File: config.mk
export PLATFORM = sky130hd
export DESIGN_NAME = logic_unit_pipe
export DESIGN_NICKNAME = d
export VERILOG_FILES = /design/src/rtl/logic_unit_pkg.sv /design/src/rtl/logic_unit_alu.sv /design/src/rtl/logic_unit_pipe.sv
export SDC_FILE = /design/constraint.sdc
export NUM_CORES = 1
export LEC_CHECK = 0
export ABC_AREA = 1
export BUFFER_PORTS_ARGS = -buffer_cell sky130_fd_sc_hd__buf_2
export CAP_MARGIN = 5
export CORE_MARGIN = 1.5
export CORE_UTILIZATION = 45
export DETAILED_ROUTE_END_ITERATION = 10
export PLACE_DENSITY = 0.66
export SETUP_SLACK_MARGIN = 0.4
export SLEW_MARGIN = 20
export SYNTH_ARGS = -nofsm -noshare
export SYNTH_HDL_FRONTEND = slang
export SYNTH_SLANG_ARGS = --single-unit
File: constraint.sdc
create_clock -name clk -period 4.95 [get_ports clk]
set_input_delay 0.2475 -clock clk [delete_from_list [all_inputs] [get_ports clk]]
set_output_delay 0.2475 -clock clk [all_outputs]
set_load 0.03 [all_outputs]
File: src/rtl/logic_unit_pkg.sv
// Shared opcode definitions for the pipelined bitwise logic unit.
package logic_unit_pkg;

    localparam int unsigned OP_W = 3;

    typedef enum logic [OP_W-1:0] {
        OP_AND  = 3'd0,
        OP_OR   = 3'd1,
        OP_NAND = 3'd2,
        OP_NOR  = 3'd3,
        OP_NOT  = 3'd4,
        OP_XOR  = 3'd5,
        OP_XNOR = 3'd6,
        OP_PASS = 3'd7
    } op_t;

endpackage

File: src/rtl/logic_unit_alu.sv
// Combinational bitwise core; NOT and PASS look only at operand a.
module logic_unit_alu
    import logic_unit_pkg::*;
#(
    parameter int unsigned WIDTH = 8
) (
    input  logic [WIDTH-1:0] a,
    input  logic [WIDTH-1:0] b,
    input  op_t              op,
    output logic [WIDTH-1:0] y
);

    always_comb begin
        y = '0;
        unique case (op)
            OP_AND:  y = a & b;
            OP_OR:   y = a | b;
            OP_NAND: y = ~(a & b);
            OP_NOR:  y = ~(a | b);
            OP_NOT:  y = ~a;
            OP_XOR:  y = a ^ b;
            OP_XNOR: y = ~(a ^ b);
            OP_PASS: y = a;
        endcase
    end

endmodule

File: src/rtl/logic_unit_pipe.sv
// Two-stage valid/ready bitwise logic pipeline with an optional result accumulator.
// S1 holds the captured operands; S2 holds the registered result and its flags.
module logic_unit_pipe
    import logic_unit_pkg::*;
#(
    parameter int unsigned WIDTH = 8
) (
    input  logic             clk,
    input  logic             rst,
    input  logic             in_valid,
    output logic             in_ready,
    input  logic [WIDTH-1:0] a,
    input  logic [WIDTH-1:0] b,
    input  logic [2:0]       op,
    input  logic             acc_en,
    output logic             out_valid,
    input  logic             out_ready,
    output logic [WIDTH-1:0] y,
    output logic             zero,
    output logic             parity
);

    logic             s1_valid;
    logic [WIDTH-1:0] s1_a;
    logic [WIDTH-1:0] s1_b;
    op_t              s1_op;
    logic             s1_acc_en;
    logic [WIDTH-1:0] acc;

    logic             s1_load;
    logic             s2_load;
    logic [WIDTH-1:0] alu_b;
    logic [WIDTH-1:0] alu_y;

    // Handshake: in_ready depends only on stage state and out_ready, never on in_valid.
    always_comb begin
        s2_load  = s1_valid && (!out_valid || out_ready);
        in_ready = !s1_valid || s2_load;
        s1_load  = in_valid && in_ready;
        alu_b    = s1_acc_en ? acc : s1_b;
    end

    logic_unit_alu #(
        .WIDTH (WIDTH)
    ) u_alu (
        .a  (s1_a),
        .b  (alu_b),
        .op (s1_op),
        .y  (alu_y)
    );

    // Stage 1: operand capture.
    always_ff @(posedge clk or posedge rst) begin
        if (rst) begin
            s1_valid  <= 1'b0;
            s1_a      <= '0;
            s1_b      <= '0;
            s1_op     <= OP_AND;
            s1_acc_en <= 1'b0;
        end else if (s1_load) begin
            s1_valid  <= 1'b1;
            s1_a      <= a;
            s1_b      <= b;
            s1_op     <= op_t'(op);
            s1_acc_en <= acc_en;
        end else if (s2_load) begin
            s1_valid  <= 1'b0;
        end
    end

    // Stage 2: result and flags, plus the accumulator that follows stream order.
    always_ff @(posedge clk or posedge rst) begin
        if (rst) begin
            out_valid <= 1'b0;
            y         <= '0;
            zero      <= 1'b1;
            parity    <= 1'b0;
            acc       <= '0;
        end else if (s2_load) begin
            out_valid <= 1'b1;
            y         <= alu_y;
            zero      <= ~|alu_y;
            parity    <= ^alu_y;
            acc       <= alu_y;
        end else if (out_ready) begin
            out_valid <= 1'b0;
        end
    end

endmodule
==> summary.txt <==
Run status
  – Status: finished clean

CTS
  – # hold bufs at CTS: 0
  – Clk slew on worst S/H paths: 0.08 ns
  – CTS buffer count: 5
  – Root buf cell: clkbuf_8
  – Post-CTS setup buffer count: 0
  – Clock latency at the later pin of the worst-skew pair: between 0.2 and 0.3 ns
  – PostCTS Resize Cnt: 0
  – CTS H-Tree Depth: 2
  – CTS max path bufs: 2
  – CTS tree: built
  – CTS sink cnt: 32

Layout
  – Final #Nets: about 400
  – Area grow syn2layout: 12.6%
  – Ant diodes: 0
  – Share of cells above drive strength 1: 15.4%
  – Commonest non-fill, non-tap cell in the layout: nand2_1
  – Commonest non-fill, non-tap cells in the layout: 84 x nand2_1, 43 x inv_1, 35 x buf_2
  – Final Instance Area: ~0.0027 sq mm

Route
  – Via density: ~5.1
  – DR WL/cell: 13.2 um
  – DR pass1 iterations: 4
  – WL final: between 5 and 6 mm
  – DRT iter0 DRCs: between 200 and 250
  – Via Count: ~2200
  – Final ANT Viol Nets: 0
  – DRC viols: 0

Synth
  – Cells after Synth: roughly 340
  – Mapped Avg Cell Area: 7.11 sq um
  – Post-synth cell types: 20
  – Mapped Area: 0.00239 sq mm
  – Register area share after synthesis: approximately 34%
  – Syn_nets: 380
  – Synth Warn #: 0
  – Flops & latches, synth: 32

Placement
  – Placed cell areas: around 0.0026 sq mm
  – PortBufs: 35
  – Dpl hpwl: 4.10 mm
  – Post-Place Setup Slack: roughly 2.2 ns
  – RePlAce Congestion: approximately 0.94

Timing
  – Tcrit/Tclk final: ~58%
  – Hold Slack: between 0.02 and 0.03 ns
  – Final Hold Fails: 0
  – TNS Setup: 0 ns
  – Setup-failing EPs final: 0
  – Min Tclk post-route: 2.86 ns
  – RSZ-0062 raised after global routing: false
  – Max-Slew Margin vs Limit: ~28%
  – Setup ws final: between 2 and 2.5 ns
  – Clock skew: 0.00776 ns
  – Fmax: between 0.3 and 0.4 GHz
  – Max-slew violation count: 0
  – Slew @ Worst Pin: around 1.1 ns

Worst setup path
  – Critical path arrival: a little over 3 ns
  – Critical path class: reg -> reg
  – CP required: roughly 5 ns
  – Critical path startpoint category: register
  – FF-to-FF End: parity$_DFFE_PP0P_
  – CP Capture Type: register
  – RR Startpoint: s1_op[1]$_DFFE_PP0P_
  – End of the critical path: parity$_DFFE_PP0P_
  – R2R depth: 11
  – Critical path peak fanout: 26
  – CP peak stage delay: roughly 0.93 ns
  – Reg-to-reg setup timing slack: approximately 2.1 ns
  – Worst Setup SP: s1_op[1]$_DFFE_PP0P_
  – Critical path cell sequence: inv_2 > nor2_2 > nand3_1 > nand2_1 > nor2_1 > nand2_1 > nand2_1 > ha_1 > xnor2_1 > xnor2_1 > o21ai_1
  – Critical path's slowest cell: dfrtp_1
  – CP most frequent cell: nand2_1

Die
  – Core area: between 0.005 and 0.006 sq mm
  – Die Wd: ~76 um
  – Ports: 36
  – Initial core utilization: between 40% and 50%
  – Die height: ~76 um
  – Die ar.: 0.00575 sq mm
  – Core Rows: 26

GRT
  – Antenna violations before repair: 0
  – Gr ovfl total: 0
  – Met2 usage in global routing: 33.4%
  – GRT Total Usage: a little over a fifth
  – Vias in the first global route: about 2100
  – Met3 GRT Util: ~5.3%
  – Global-route wire length before repair: 9.37 mm
  – Grt met1 use: approximately a third
  – Largest net degree at the start of global routing: 34
  – Busiest grt layer: met2

Power
  – Leakage: 1.50 nW
  – Clk pwr share: around a fifth
  – P per Cell Area: 476 mW/mm^2
  – Net Switching: ~0.58 mW
  – Internal power: about 0.7 mW
  – Switching share of power: between 40% and 50%
  – Pwr Total: about 1.3 mW
  – Combinational fraction of design power: 47.5%
  – Peak supply drop: ~0.25 mV
  – Flop pwr share: about a third

Run
  – Max-Cap Viols: 0

Min path
  – Hold Path Class: in -> async
## cells in the mapped netlist, drive strengths merged
cell type | n | share of area (%)
a21oi | 13 | 2.7
buf | 14 | 3.2
clkbuf | 3 | 0.47
clkinv | 3 | 0.47
dfrtp | 31 | 32
dfstp | 1 | 1.1
ha | 20 | 10
inv | 50 | 7.9
mux2 | 9 | 4.2
nand2 | 84 | 13
nand3 | 29 | 6.1
nand3b | 1 | 0.31
nand4 | 31 | 8.1
nor2 | 32 | 5.6
o21ai | 12 | 2.5
xnor2 | 3 | 1.1
## area by class of cell
type / instances / area (sq um)
Clock buffer: 5 / 68.8
Clock inverter: 3 / 42.5
Fill cell: 538 / 2420
Inverter: 53 / 199
Multi-Input combinational cell: 234 / 1300
Sequential cell: 32 / 802
Tap cell: 70 / 87.6
Timing Repair Buffer: 37 / 190
## registers in the layout (all words and copies together) (netlist names)
| signal | cells |
|---|---|
| s1_a | 8 |
| zero | 1 |
| s1_valid | 1 |
| out_valid | 1 |
| s1_acc_en | 1 |
| s1_b | 8 |
| parity | 1 |
| acc | 8 |
| s1_op | 3 |
## worst max-delay path: cells and delay by family, from the launching register on
kind,cells,cell delay [ns]
buffers and inverters,1,0.26
XOR/XNOR,2,0.36
AO/OA/AOI/OAI,1,0.07
flip-flops,1,0.93
adder cells (fa/ha/maj),1,0.30
AND/OR/NAND/NOR,6,0.81
## routing by layer
metal	up-vias	share of wire, %
li1	1135	-
met1	1023	49
met2	63	46
met3	3	4.5
met4	0	0.31
met5	-	0
## power by group through the flow
stage | Combinational [mW] | Sequential (mW) | Clock, mW
3_5_place_dp | 0.609 | 0.414 | 0
3_3_place_gp | 0.599 | 0.412 | 0
2_1_floorplan | 0.420 | 0.451 | 0
4_1_cts | 0.611 | 0.409 | 0.269
5_1_grt | 0.692 | 0.421 | 0.280
6_report | 0.608 | 0.410 | 0.262
## metrics by stage
step	util (%)	cells
global route	52.6	434
detailed placement	50.4	426
global placement	50.4	426
floorplan	-	336
finish	52.6	434
CTS	52.6	434
## logic make-up (layout without fill, tap and decap cells)
family | Yosys count | count (layout) | share of synthesized area [%]
muxes | 9 | 9 | 4.25
AOI/OAI and AO/OA | 25 | 25 | 5.24
buffers and inverters | 70 | 98 | 12.1
and+or+nand+nor | 177 | 177 | 33.3
adders and majority gates | 20 | 20 | 10.5
DFF | 32 | 32 | 33.6
xor gates and xnor gates | 3 | 3 | 1.10
## worst min-delay path by stage
| stage | endpoint | slack [ns] | cells after the start |
|---|---|---|---|
| 2_1_floorplan | acc[0]$_DFFE_PP0P_ | 0.36 | 1 |
| 3_3_place_gp | s1_valid$_DFFE_PP0P_ | 0.36 | 3 |
| 3_5_place_dp | s1_valid$_DFFE_PP0P_ | 0.36 | 3 |
| 4_1_cts | s1_a[5]$_DFFE_PP0P_ | 0.04 | 3 |
| 5_1_grt | s1_b[1]$_DFFE_PP0P_ | 0.08 | 3 |
| 6_report | parity$_DFFE_PP0P_ | 0.03 | 3 |
Power figures use the tool's default switching activity.
